[config.mk]
export PLATFORM = sky130hd
export DESIGN_NAME = gate_array_regs
export DESIGN_NICKNAME = d
export VERILOG_FILES = /design/src/rtl/gate_array_regs.sv
export SDC_FILE = /design/constraint.sdc
export NUM_CORES = 1
export LEC_CHECK = 0
export ABC_CLOCK_PERIOD_IN_PS = 5800
export BUFFER_PORTS_ARGS = -buffer_cell sky130_fd_sc_hd__buf_2
export CAP_MARGIN = 10
export CELL_PAD_IN_SITES_DETAIL_PLACEMENT = 2
export CELL_PAD_IN_SITES_GLOBAL_PLACEMENT = 2
export CORE_MARGIN = 2
export CORE_UTILIZATION = 40
export DETAILED_ROUTE_END_ITERATION = 10
export GPL_TIMING_DRIVEN = 0
export HOLD_SLACK_MARGIN = 0.06
export PLACE_DENSITY_LB_ADDON = 0.1
export SLEW_MARGIN = 0
export SYNTH_ARGS = -nofsm -noshare
export SYNTH_HDL_FRONTEND = slang
export SYNTH_SLANG_ARGS = --single-unit
[constraint.sdc]
create_clock -name clk -period 5.8 [get_ports clk]
set_input_delay 0.58 -clock clk [delete_from_list [all_inputs] [get_ports clk]]
set_output_delay 0.58 -clock clk [all_outputs]
set_load 0.1 [all_outputs]
[src/rtl/gate_array_regs.sv]
// CPC Gate Array register file: pens, inks, mode/ROM control, RAM config.
// GA_MODE_HSYNC_LATCH_EN: defer mode changes to the next hsync falling edge.
module gate_array_regs #(
  parameter logic [4:0] INK_RESET  = 5'd20,
  parameter logic [1:0] MODE_RESET = 2'd1
) (
  input  logic        clk,
  input  logic        reset,
  input  logic        cpu_wr,
  input  logic [15:0] cpu_addr,
  input  logic [7:0]  cpu_data,
  input  logic        hsync_n,
  input  logic [3:0]  pen,
  output logic [4:0]  color,
  output logic [4:0]  border_color,
  output logic [1:0]  mode,
  output logic        int_clear,
  output logic        rom_lo_dis,
  output logic        rom_hi_dis,
  output logic [2:0]  ram_config
);

  logic       ga_sel;
  logic       wr_pen;
  logic       wr_ink;
  logic       wr_ctrl;
  logic       wr_ram;
  logic       sel_border;
  logic [3:0] sel_pen;
  logic [4:0] border_ink;
  logic [1:0] mode_pending;
  logic [4:0] ink [16];

  assign ga_sel = cpu_wr && (cpu_addr[15:14] == 2'b01);

  always_comb begin
    wr_pen  = 1'b0;
    wr_ink  = 1'b0;
    wr_ctrl = 1'b0;
    wr_ram  = 1'b0;
    if (ga_sel) begin
      unique case (cpu_data[7:6])
        2'b00: wr_pen  = 1'b1;
        2'b01: wr_ink  = 1'b1;
        2'b10: wr_ctrl = 1'b1;
        2'b11: wr_ram  = 1'b1;
      endcase
    end
  end

  always_ff @(posedge clk or posedge reset) begin
    if (reset) begin
      sel_border   <= 1'b0;
      sel_pen      <= 4'd0;
      border_ink   <= INK_RESET;
      mode_pending <= MODE_RESET;
      rom_lo_dis   <= 1'b0;
      rom_hi_dis   <= 1'b0;
      ram_config   <= 3'd0;
      int_clear    <= 1'b0;
    end else begin
      int_clear <= wr_ctrl && cpu_data[4];
      if (wr_pen) begin
        sel_border <= cpu_data[4];
        sel_pen    <= cpu_data[3:0];
      end
      if (wr_ink && sel_border)
        border_ink <= cpu_data[4:0];
      if (wr_ctrl) begin
        mode_pending <= cpu_data[1:0];
        rom_lo_dis   <= cpu_data[2];
        rom_hi_dis   <= cpu_data[3];
      end
      if (wr_ram)
        ram_config <= cpu_data[2:0];
    end
  end

  always_ff @(posedge clk or posedge reset) begin
    if (reset) begin
      for (int i = 0; i < 16; i++)
        ink[i] <= INK_RESET;
    end else if (wr_ink && !sel_border) begin
      ink[sel_pen] <= cpu_data[4:0];
    end
  end

  assign color        = ink[pen];
  assign border_color = border_ink;

`ifdef GA_MODE_HSYNC_LATCH_EN
  logic hsync_prev;
  logic hs_fall;

  assign hs_fall = hsync_prev && !hsync_n;

  // A control write landing on the edge itself wins over the stale pending value
  always_ff @(posedge clk or posedge reset) begin
    if (reset) begin
      hsync_prev <= 1'b1;
      mode       <= MODE_RESET;
    end else begin
      hsync_prev <= hsync_n;
      if (hs_fall)
        mode <= wr_ctrl ? cpu_data[1:0] : mode_pending;
    end
  end

  logic unused_bits;
  assign unused_bits = ^{cpu_addr[13:0], cpu_data[5]};
`else
  always_ff @(posedge clk or posedge reset) begin
    if (reset)
      mode <= MODE_RESET;
    else if (wr_ctrl)
      mode <= cpu_data[1:0];
  end

  logic unused_bits;
  assign unused_bits = ^{cpu_addr[13:0], cpu_data[5], hsync_n, mode_pending};
`endif

endmodule

== Word-level counts from Yosys, hierarchy flattened ==
Index checks and enable logic that the tools add are counted.
W data, S select, Z words.
Storage, ports and cells
  bits in latches: 0
  register bits: 98
  memories: 0
  RAM bits: 0
  memory bits (read-only): 0
  bits of input ports: 32
Operators by class
  $lt $le $gt $ge: 3
  multiply operators: 0
  reductions and logical operators: 7
  add/subtract/negate cells: 0
  bitwise logic cells: 2
  muxes and demuxes: 14
  divide/modulo/power cells: 0
  equal/unequal tests: 4
  shifts and indexed selects: 0
Operators with widths (count)
  $bwmux W80: 1
  $bmux W5 S4: 1
  $demux W5 S4: 1
  $mux W5: 3
  $ge A5 B5 Y1 const B: 2
  $not A4 Y5: 2
  $mux W1: 8
  $logic_and A1 B1 Y1: 5
  $lt A5 B1 Y1 const B: 1
  $eq A2 B1 Y1 const B: 2
  $eq A2 B2 Y1 const B: 2
  $logic_not A2 Y1: 1
  $logic_not A1 Y1: 1

== Depth between registers and ports, before layout ==
  word-level depth: 6
  gate-level depth with buffers: 5

== Least setup slack after synthesis ==
Ideal clock, no wire load.
  path kind: input to output
  start: in pen[0]
  end: out color[0]
  path buffers: 1
  setup slack: 2901 ps
  cell stages on the path: 4
  arrival time: 2319 ps
  path through: buf_2 -> mux4_2 -> a22oi_1 -> nand3_1
Between the ends
  word-level cells in the longest chain between the ends: 4
Ends and longest elaborated chain
  start, declared: line 13  | input logic [3:0] pen,
  $not A4 Y5 (not written as such): line 88  | assign color = ink[pen];
  $bmux W5 S4: line 88
  $mux W5 (not written as such) (2 in a row): line 88
  end, declared: line 14  | output logic [4:0] color,
No other way between the ends. The select of a mux whose other input is x is not followed.

== Worst setup path in the final report ==
Same ends and word-level chain as after synthesis.

==> run metrics <==
final hold slack 0.274 ns; worst-skew pair later-pin latency between 0.3 and 0.4 ns; Slew Limit Fails 0; dominant synthesized flop cell dfrtp_1; PostCTS Resize Cnt 0; fin nets 360; status completed; r2r worst-path depth 3; CP Capture Type output pin; count leader, synth mux2_2; via count between 2000 and 3000; Post-synth EDFFs 0; Die Ht 110 um; CTS buffer count 9; final hold viol count 0; Synth Instances 291; H-Tree Level Count 3; gpl congestion between 0.6 and 0.7; Synth Register Bits 98; clock skew 0.00404 ns; max_slew headroom around half; Tmin final 2.76 ns; core area 10900 sq um; CTS tree yes; row count 38; Worst EP required 5.22 ns; critical path class input port to output pin; DP HPWL 7510 um; I/O Buffers 25; max_cap viols 0; starting density of the core 41.4%; Synth top area share 34.8%; slew of the pin with the lowest slew margin 0.763 ns; total grt overflow 0; Die Width 110 um; cts hold-fix bufs 0; VDD IR-drop max 0.200 mV; Worst Path Max Fanout 10; largest net degree at the start of global routing 57; DR vias/cell 5.59; WL/cell 23.0 um; Fin Setup TNS 0 ns; # fillers between 1000 and 1500; Setup violations, final 0; Max Clk Rate 0.363 GHz; Synth cell types 24; share of power burned in registers 44.1%; Area growth syn-to-layout 14.6%; first-pass GRT wire length 17800 um; Hold WC Path Type input port to async pin; GRT Total Usage 20.8%; sequential area share after synthesis 55.1%; num ports 50; Synth Cell Area 4530 sq um; share of cells above drive strength 1 63.4%; Psw 0.553 mW; Yosys Warn Count 0; clk slew on worst S/H paths 0.07 ns; number of antenna violations at the first check in global routing 0; Int Pwr 1.26 mW; startpoint types input port; clock buffer depth 2; Residual DRC 0; flop-to-flop setup slack 4.03 ns; Area contributors post-synth dfrtp_1, mux2_2, dfstp_2; P per Cell Area 350 nW/um^2; Clk network pwr share 36.4%; Sw Share a little under a third; Die Footprint 12200 sq um; Antenna Nets Post-Route 0; setup bufs post-CTS 0; Pwr Total 1.81 mW; root buf cell clkbuf_16; Inserted Diodes 0; WP data arrival around 2.2 ns; final wirelength ~11000 um; vias in the first global route a little over 3000; initial DRC count 73; asr flop ratio synth 100%; CTS sink count 98; Synth area leader dfrtp_1; Pre-antenna DRT Iters 4; reg-to-reg startpoint sel_pen[3]; R2R Path End ink[75]; syn_area_per_cell 15.6 sq um; Final period util a little under half; Gate power share 19.5%; syn_nets 323; Leak Pwr 2.41 nW; Synth top cells by count mux2_2, dfrtp_1, dfstp_2; RSZ-0062 raised after global routing false
[how the worst max path moves through the flow]
| stage | from | endpoint |
|---|---|---|
| final | pen[0] | color[0] |
| after global routing | pen[0] | color[0] |
| after CTS | pen[0] | color[0] |
| after detailed placement | pen[0] | color[0] |
| after global placement | reset | ink[18] |
| after floorplan | reset | border_color[0] |
[per-layer routing]
layer / wire length [um] / GRT usage [%] / vias to the layer above
met4: 207 / 8.48 / 0
met1: 4740 / 26.1 / 1426
met2: 5660 / 35.5 / 34
met5: 0 / 0 / -
met3: 275 / 3.82 / 13
li1: - / - / 1171
[registers in the layout, summed over array words and instances, names as in the netlist]
name,count
ink,80
ram_config,3
sel_pen,4
mode,2
sel_border,1
int_clear,1
border_color,5
rom_lo_dis,1
rom_hi_dis,1
[critical path, cell delays in order]
cell and delay (ns):
buf_2 0.31, mux4_2 0.57, a22oi_1 0.28, nand3_1 0.13, buf_2 0.31
[cell type report]
type                            count  area [sq um]  area share [%]
Sequential cell                    98          2500            48.1
Multi-Input combinational cell    173          1940            37.3
Clock buffer                       11           254            4.90
Tap cell                          140           175            3.38
Timing Repair Buffer               26           153            2.94
Buffer                             19          90.1            1.74
Clock inverter                      5          75.1            1.45
Inverter                            1          6.26           0.121
[cell usage in the layout (no fill, tap or decap), types with 3 or more instances in the layout]
cell type and count:
mux2_2 97, dfrtp_1 63, dfstp_2 35, buf_2 28, mux4_2 20, clkbuf_1 12, nand3_1 10, clkbuf_16 10
nand4_2 8, nand4_1 8, nand2_1 7, nor2b_1 6, a22oi_1 5, clkinv_2 3
[power by group through the flow]
stage	combinational (mW)	clock (mW)	sequential, mW
after global routing	0.375	0.705	0.810
after detailed placement	0.357	0	0.811
after global placement	0.348	0	0.806
after CTS	0.359	0.677	0.801
after floorplan	0.155	0	0.936
final	0.353	0.661	0.801
[stage by stage]
stage,util [%],area (sq um),worst slack (ns),cells
2_1_floorplan,-,4530,2.72,291
3_3_place_gp,44.1,4830,1.51,456
3_5_place_dp,44.4,4860,2.96,457
4_1_cts,47.4,5190,2.98,473
5_1_grt,47.4,5190,2.93,473
6_report,47.4,5190,3.04,473
[cells by family after synthesis]
family          count (synthesis)  share of synthesized area (%)
simple gates                   51                           7.88
buf+inv                        20                           2.07
flops                          98                           55.1
mux                           117                           34.1
compound gates                  5                          0.829
Power figures use the tool's default switching activity.
